`src/rtl/req_gen_if.sv`:
```
// req_gen_if: valid-qualified pointer bus from the request generator.
// master drives the pointer stream, slave consumes it.
interface req_gen_if #(
    parameter int PTR_W = 4
);
    logic [PTR_W-1:0] out_ptr;
    logic             out_ptr_vld;

    modport master (
        output out_ptr,
        output out_ptr_vld
    );

    modport slave (
        input out_ptr,
        input out_ptr_vld
    );
endinterface

```
`src/rtl/req_gen.sv`:
```
// req_gen: free-running generator of bursty, valid-qualified list pointers.
// Define REQ_GEN_LFSR_EN to step pointers with a Galois LFSR instead of a stride.
module req_gen #(
    parameter int PTR_W     = 4,
    parameter int HEAD      = 0,
    parameter int STRIDE    = 5,
    parameter int BURST_LEN = 4,
    parameter int IDLE_LEN  = 2,
    parameter int NUM_REQ   = 0,
    parameter logic [PTR_W-1:0] LFSR_TAPS = PTR_W'(4'b1100)
) (
    input  logic      clk,
    input  logic      rst,
    req_gen_if.master req
);

    typedef logic [PTR_W-1:0] ptr_t;

    typedef enum logic [1:0] {
        ST_START,
        ST_BURST,
        ST_IDLE,
        ST_DONE
    } state_t;

    localparam int BW = $clog2(BURST_LEN + 1);
    localparam int IW = (IDLE_LEN < 1) ? 1 : $clog2(IDLE_LEN + 1);
    localparam int RW = (NUM_REQ < 1) ? 1 : $clog2(NUM_REQ + 1);

    localparam logic [BW-1:0] BURST_LAST = BW'(BURST_LEN - 1);
    localparam logic [IW-1:0] IDLE_LAST =
        IW'((IDLE_LEN < 1) ? 0 : IDLE_LEN - 1);
    localparam logic [RW-1:0] REQ_LAST =
        RW'((NUM_REQ < 1) ? 0 : NUM_REQ - 1);

    localparam ptr_t HEAD_P = ptr_t'(HEAD);
    localparam ptr_t STEP   = ptr_t'(STRIDE);

`ifdef REQ_GEN_LFSR_EN
    // The all-zero LFSR state locks up, so a zero head is replaced by 1.
    localparam ptr_t SEED = (HEAD_P == '0) ? ptr_t'(1) : HEAD_P;
`else
    localparam ptr_t SEED = HEAD_P;
`endif

    state_t          state_q, state_d;
    ptr_t            ptr_q, ptr_d;
    logic            vld_q, vld_d;
    logic [BW-1:0]   burst_q, burst_d;
    logic [IW-1:0]   idle_q, idle_d;
    logic [RW-1:0]   req_q, req_d;
    logic            burst_done;
    logic            idle_done;
    logic            req_done;
    logic            req_sat;

    function automatic ptr_t step(input ptr_t p);
`ifdef REQ_GEN_LFSR_EN
        step = (p >> 1) ^ (p[0] ? LFSR_TAPS : '0);
`else
        step = p + STEP;
`endif
    endfunction

    // Terminal-count flags for burst, idle and request counters.
    always_comb begin
        burst_done = (burst_q == BURST_LAST);
        idle_done  = (idle_q == IDLE_LAST);
        req_done   = (NUM_REQ != 0) && (req_q == REQ_LAST);
        req_sat    = (req_q == '1);
    end

    // State and registered outputs, synchronous reset restarts from the head.
    always_ff @(posedge clk) begin
        if (rst) begin
            state_q <= ST_START;
            ptr_q   <= SEED;
            vld_q   <= 1'b0;
            burst_q <= '0;
            idle_q  <= '0;
            req_q   <= '0;
        end else begin
            state_q <= state_d;
            ptr_q   <= ptr_d;
            vld_q   <= vld_d;
            burst_q <= burst_d;
            idle_q  <= idle_d;
            req_q   <= req_d;
        end
    end

    // Next state: request limit wins over burst/idle sequencing.
    always_comb begin
        state_d = state_q;
        unique case (state_q)
            ST_START: state_d = ST_BURST;
            ST_BURST: begin
                if (req_done) begin
                    state_d = ST_DONE;
                end else if (burst_done && (IDLE_LEN != 0)) begin
                    state_d = ST_IDLE;
                end
            end
            ST_IDLE: begin
                if (idle_done) begin
                    state_d = ST_BURST;
                end
            end
            ST_DONE: state_d = ST_DONE;
            default: state_d = ST_START;
        endcase
    end

    // Next outputs and counters; pointer advances once per sent request.
    always_comb begin
        ptr_d   = ptr_q;
        vld_d   = 1'b0;
        burst_d = burst_q;
        idle_d  = idle_q;
        req_d   = req_q;
        unique case (state_q)
            ST_START: begin
                vld_d   = 1'b1;
                burst_d = '0;
                idle_d  = '0;
            end
            ST_BURST: begin
                ptr_d   = step(ptr_q);
                req_d   = req_sat ? req_q : req_q + RW'(1);
                burst_d = burst_done ? '0 : burst_q + BW'(1);
                idle_d  = '0;
                vld_d   = (state_d == ST_BURST);
            end
            ST_IDLE: begin
                vld_d  = (state_d == ST_BURST);
                idle_d = idle_done ? '0 : idle_q + IW'(1);
            end
            ST_DONE: begin
                vld_d = 1'b0;
            end
            default: begin
                vld_d = 1'b0;
            end
        endcase
    end

    assign req.out_ptr     = ptr_q;
    assign req.out_ptr_vld = vld_q;

endmodule

```
`src/flat_wrapper.sv`:
```
// flat-port wrapper written by rule: the top's interface ports become plain ports
module req_gen_flat 
#(
    parameter int PTR_W     = 4,
    parameter int HEAD      = 0,
    parameter int STRIDE    = 5,
    parameter int BURST_LEN = 4,
    parameter int IDLE_LEN  = 2,
    parameter int NUM_REQ   = 0,
    parameter logic [PTR_W-1:0] LFSR_TAPS = PTR_W'(4'b1100)
)
  (clk, rst, req_out_ptr, req_out_ptr_vld);
  req_gen_if #(.PTR_W(PTR_W)) req_i ();
  input  logic clk;
  input  logic rst;
  output wire logic [$bits(req_i.out_ptr)-1:0] req_out_ptr;
  output wire logic [$bits(req_i.out_ptr_vld)-1:0] req_out_ptr_vld;
  assign req_out_ptr = req_i.out_ptr;
  assign req_out_ptr_vld = req_i.out_ptr_vld;
  req_gen #(.PTR_W(PTR_W), .HEAD(HEAD), .STRIDE(STRIDE), .BURST_LEN(BURST_LEN), .IDLE_LEN(IDLE_LEN), .NUM_REQ(NUM_REQ), .LFSR_TAPS(LFSR_TAPS)) u_core (.clk(clk), .rst(rst), .req(req_i));
endmodule
```
`config.mk`:
```
export PLATFORM = sky130hd
export DESIGN_NAME = req_gen_flat
export DESIGN_NICKNAME = d
export VERILOG_FILES = /design/src/rtl/req_gen_if.sv /design/src/rtl/req_gen.sv /design/src/flat_wrapper.sv
export SDC_FILE = /design/constraint.sdc
export NUM_CORES = 1
export LEC_CHECK = 0
export ABC_CLOCK_PERIOD_IN_PS = 1300
export BUFFER_PORTS_ARGS = -buffer_cell sky130_fd_sc_hd__buf_4
export CELL_PAD_IN_SITES_DETAIL_PLACEMENT = 1
export CELL_PAD_IN_SITES_GLOBAL_PLACEMENT = 1
export CORE_MARGIN = 5
export CORE_UTILIZATION = 37
export DETAILED_ROUTE_END_ITERATION = 7
export PLACE_DENSITY = 0.8
export SYNTH_ARGS = -nofsm -noshare
export SYNTH_HDL_FRONTEND = slang
export SYNTH_SLANG_ARGS = --single-unit
```
`constraint.sdc`:
```
create_clock -name clk -period 1.3 [get_ports clk]
set_clock_uncertainty 0.15 [all_clocks]
set_input_delay 0 -clock clk [delete_from_list [all_inputs] [get_ports clk]]
set_output_delay 0 -clock clk [all_outputs]
set_load 0.05 [all_outputs]
```
==> metrics.cfg <==
[status]
outcome = finished with violations
violations = setup timing

[grt]
grt_pass1_wl_um = 2330
first_global_vias = 511
grt_use_total_pct = 12.6
grt_antenna_before_repair = 0
grt-ovfl-total = 0
grt_max_degree = 13

[clocking]
clockBufferDepth = 2
cts_max_level = 1
cts_sinks = 12
clock_latency_ns = 0.28
clk_pin_slew_worst_paths_ns = 0.08
root_buffer = clkbuf_4
cts_buffers = 3
cts_tree = done

[synth]
synth_fp_nets = 71
synth_top_area_share_pct = 40.4
yosysWarningCount = 0
synth_area_leaders = dfxtp_1 40%, ha_1 15%, nor2_1 6.3%
ys_seq_area_share_pct = 40.4
synthDistinctLibCells = 22
syn-cell-area_um2 = 594
netlist_instances = 62
synth_seq_cells = 12
yosys.area.top_type = dfxtp_1
syn_avg_cell_area_um2 = 9.59

[floorplan]
core_um2 = 1520
rows = 14
start_util_pct = 39.0
die_w_um = 50.1
die_area_um2 = 2510
die_y_um = 50.1
io_pins = 7

[critical_path]
cpPeakStageDelay_ns = 0.36
r2r-end = u_core.req.out_ptr_vld
crit_family = compound AO/OA/AOI/OAI gates
critPathLaunch = u_core.state_q[1]
worstPathArrival_ns = 1.41
path_depth = 5
worstSetupPathType = flop to flop
cp-end-kind = flop
cp-endpoint = u_core.req.out_ptr_vld
r2r_cells = 5
worst_path_max_delay_cell = dfxtp_4
cp_num_buf_inv = 1
path_cells = buf_4 -> ha_4 -> a21bo_1 -> a31oi_4 -> a31o_1
reg2reg_from = u_core.state_q[1]
start_kind = flop
required_ns = 1.32
crit_fanout = 4
regToRegSetupSlack_ns = -0.09

[flow_run]
drv_cap = 0

[hold_path]
hold_path_class = flop to flop
min_path_cells = 1

[routing]
wl_per_cell_um = 15.2
via_per_inst = 5.06
final_antenna_net_count = 0
via_count = 491
dr.pass1.iters = 2
drt-initial-drc-count = 1
drcViolationCount = 0
routed_wl_um = 1470

[sta]
rsz0062_at_grt = true
fmax_mhz = 721
tightest_slew_ns = 0.245
timing.final.crit_share_pct = 107
drv_slew = 0
slew_headroom_pct = 83.7
setup_viol = 3
hold_viol_final = 0
fin_crit_ns = 1.39
fin_ws_ns = -0.0864

[placed_design]
place_ws_ns = -0.209
dp_hpwl_um = 975
gp_congestion = 0.771
portBuffers = 6

[finish]
final_common_cell = buf_4
syn_to_final_growth_pct = 49.3
layout_common_cells = 14 x buf_4, 9 x nor2_1, 5 x a21oi_1, 5 x dfxtp_2, 5 x dfxtp_1
layout.nets = 92
final_layout_size_suffix_gt1_share_pct = 54.3
n_antenna_cell = 0
fillCellCount = 161
final_core_util_pct = 58.2

[pwr]
totalPowerFinal_w = 0.000899
pwr_density_cell_nw_per_um2 = 1010
ir_worst_vdd_v = 0.000794
leakage_nw = 0.349

-- synthesized netlist by cell type --
cell type	instances
dfxtp_1	12
nor2_1	10
ha_1	7
a21oi_1	5
nor3b_1	4
inv_1	3
nor2b_1	3
xnor2_1	3
nand2_1	2
a21bo_1	1
a21o_1	1
a31o_1	1
a31oi_1	1
a31oi_4	1
buf_4	1
clkbuf_1	1
mux2_2	1
mux2i_1	1
nand2b_1	1
nand3b_1	1
nor3_1	1
o21ai_0	1
-- registers in the layout, summed over array words and instances, names as in the netlist --
name	flops
u_core.req.out_ptr	4
u_core.burst_q	3
u_core.idle_q	2
u_core.state_q	2
u_core.req.out_ptr_vld	1
-- report_power, final --
part | internal (W) | switching [W]
clock network | 0.000108 | 0.000126
registers | 0.000393 | 0.0000269
logic | 0.000110 | 0.000136
total | 0.000610 | 0.000288
-- per-layer routing --
metal / part of all wire, % / routed length (µm) / vias to the layer above / global-route usage (%)
li1: - / - / 249 / -
met1: 45 / 663 / 232 / 14.2
met2: 50 / 741 / 5 / 20.3
met3: 2.3 / 34 / 5 / 3.61
met4: 2.3 / 34 / 0 / 7.86
met5: 0 / 0 / - / 0
-- metrics by stage --
step | hold slack (ns) | cells | setup TNS (ns) | cell area (µm²)
after global placement | 0.137 | 89 | -0.270 | 731
after detailed placement | 0.136 | 89 | -0.543 | 731
final | 0.325 | 97 | -0.194 | 887
after global routing | 0.343 | 97 | -0.469 | 887
after CTS | 0.326 | 96 | -0.137 | 846
after floorplan | -0.0919 | 62 | -0.109 | 628
-- layout make-up --
type	instances	area, µm²	share of cell area (%)
Inverter	3	16.3	1.83
Clock buffer	3	22.5	2.54
Timing Repair Buffer	18	149	16.8
Multi-Input combinational cell	45	425	48.0
Sequential cell	12	254	28.6
Tap cell	16	20.0	2.26
-- what timing repair did --
| item | in CTS | in global routing |
|---|---|---|
| setup endpoints to repair | 8 | 8 |
| hold buffers | 1 | 0 |
| endpoints found under the hold margin | 11 | 0 |
| setup buffers | 3 | 1 |
| resized for setup | 18 | 8 |
| pin swaps | 4 | 5 |
-- worst min-delay path by stage --
stage	start	slack, ns	endpoint
2_1_floorplan	rst	-0.09	u_core.state_q[0]
3_3_place_gp	rst	0.14	u_core.state_q[0]
3_5_place_dp	rst	0.14	u_core.state_q[0]
4_1_cts	u_core.idle_q[1]	0.33	u_core.idle_q[1]
5_1_grt	u_core.idle_q[1]	0.34	u_core.idle_q[1]
6_report	u_core.idle_q[1]	0.32	u_core.idle_q[1]
-- kinds of logic (layout without fill, tap and decap cells) --
group	after synthesis	after routing	synth area share, %
xor gates and xnor gates	3	3	4.42
DFF	12	12	40.4
adders and majority gates	7	7	14.7
buffers and inverters	5	24	3.79
muxes	2	2	3.58
and+or+nand+nor	22	22	18.9
AOI/OAI and AO/OA	11	11	14.1
(Power assumes the default switching activity.)
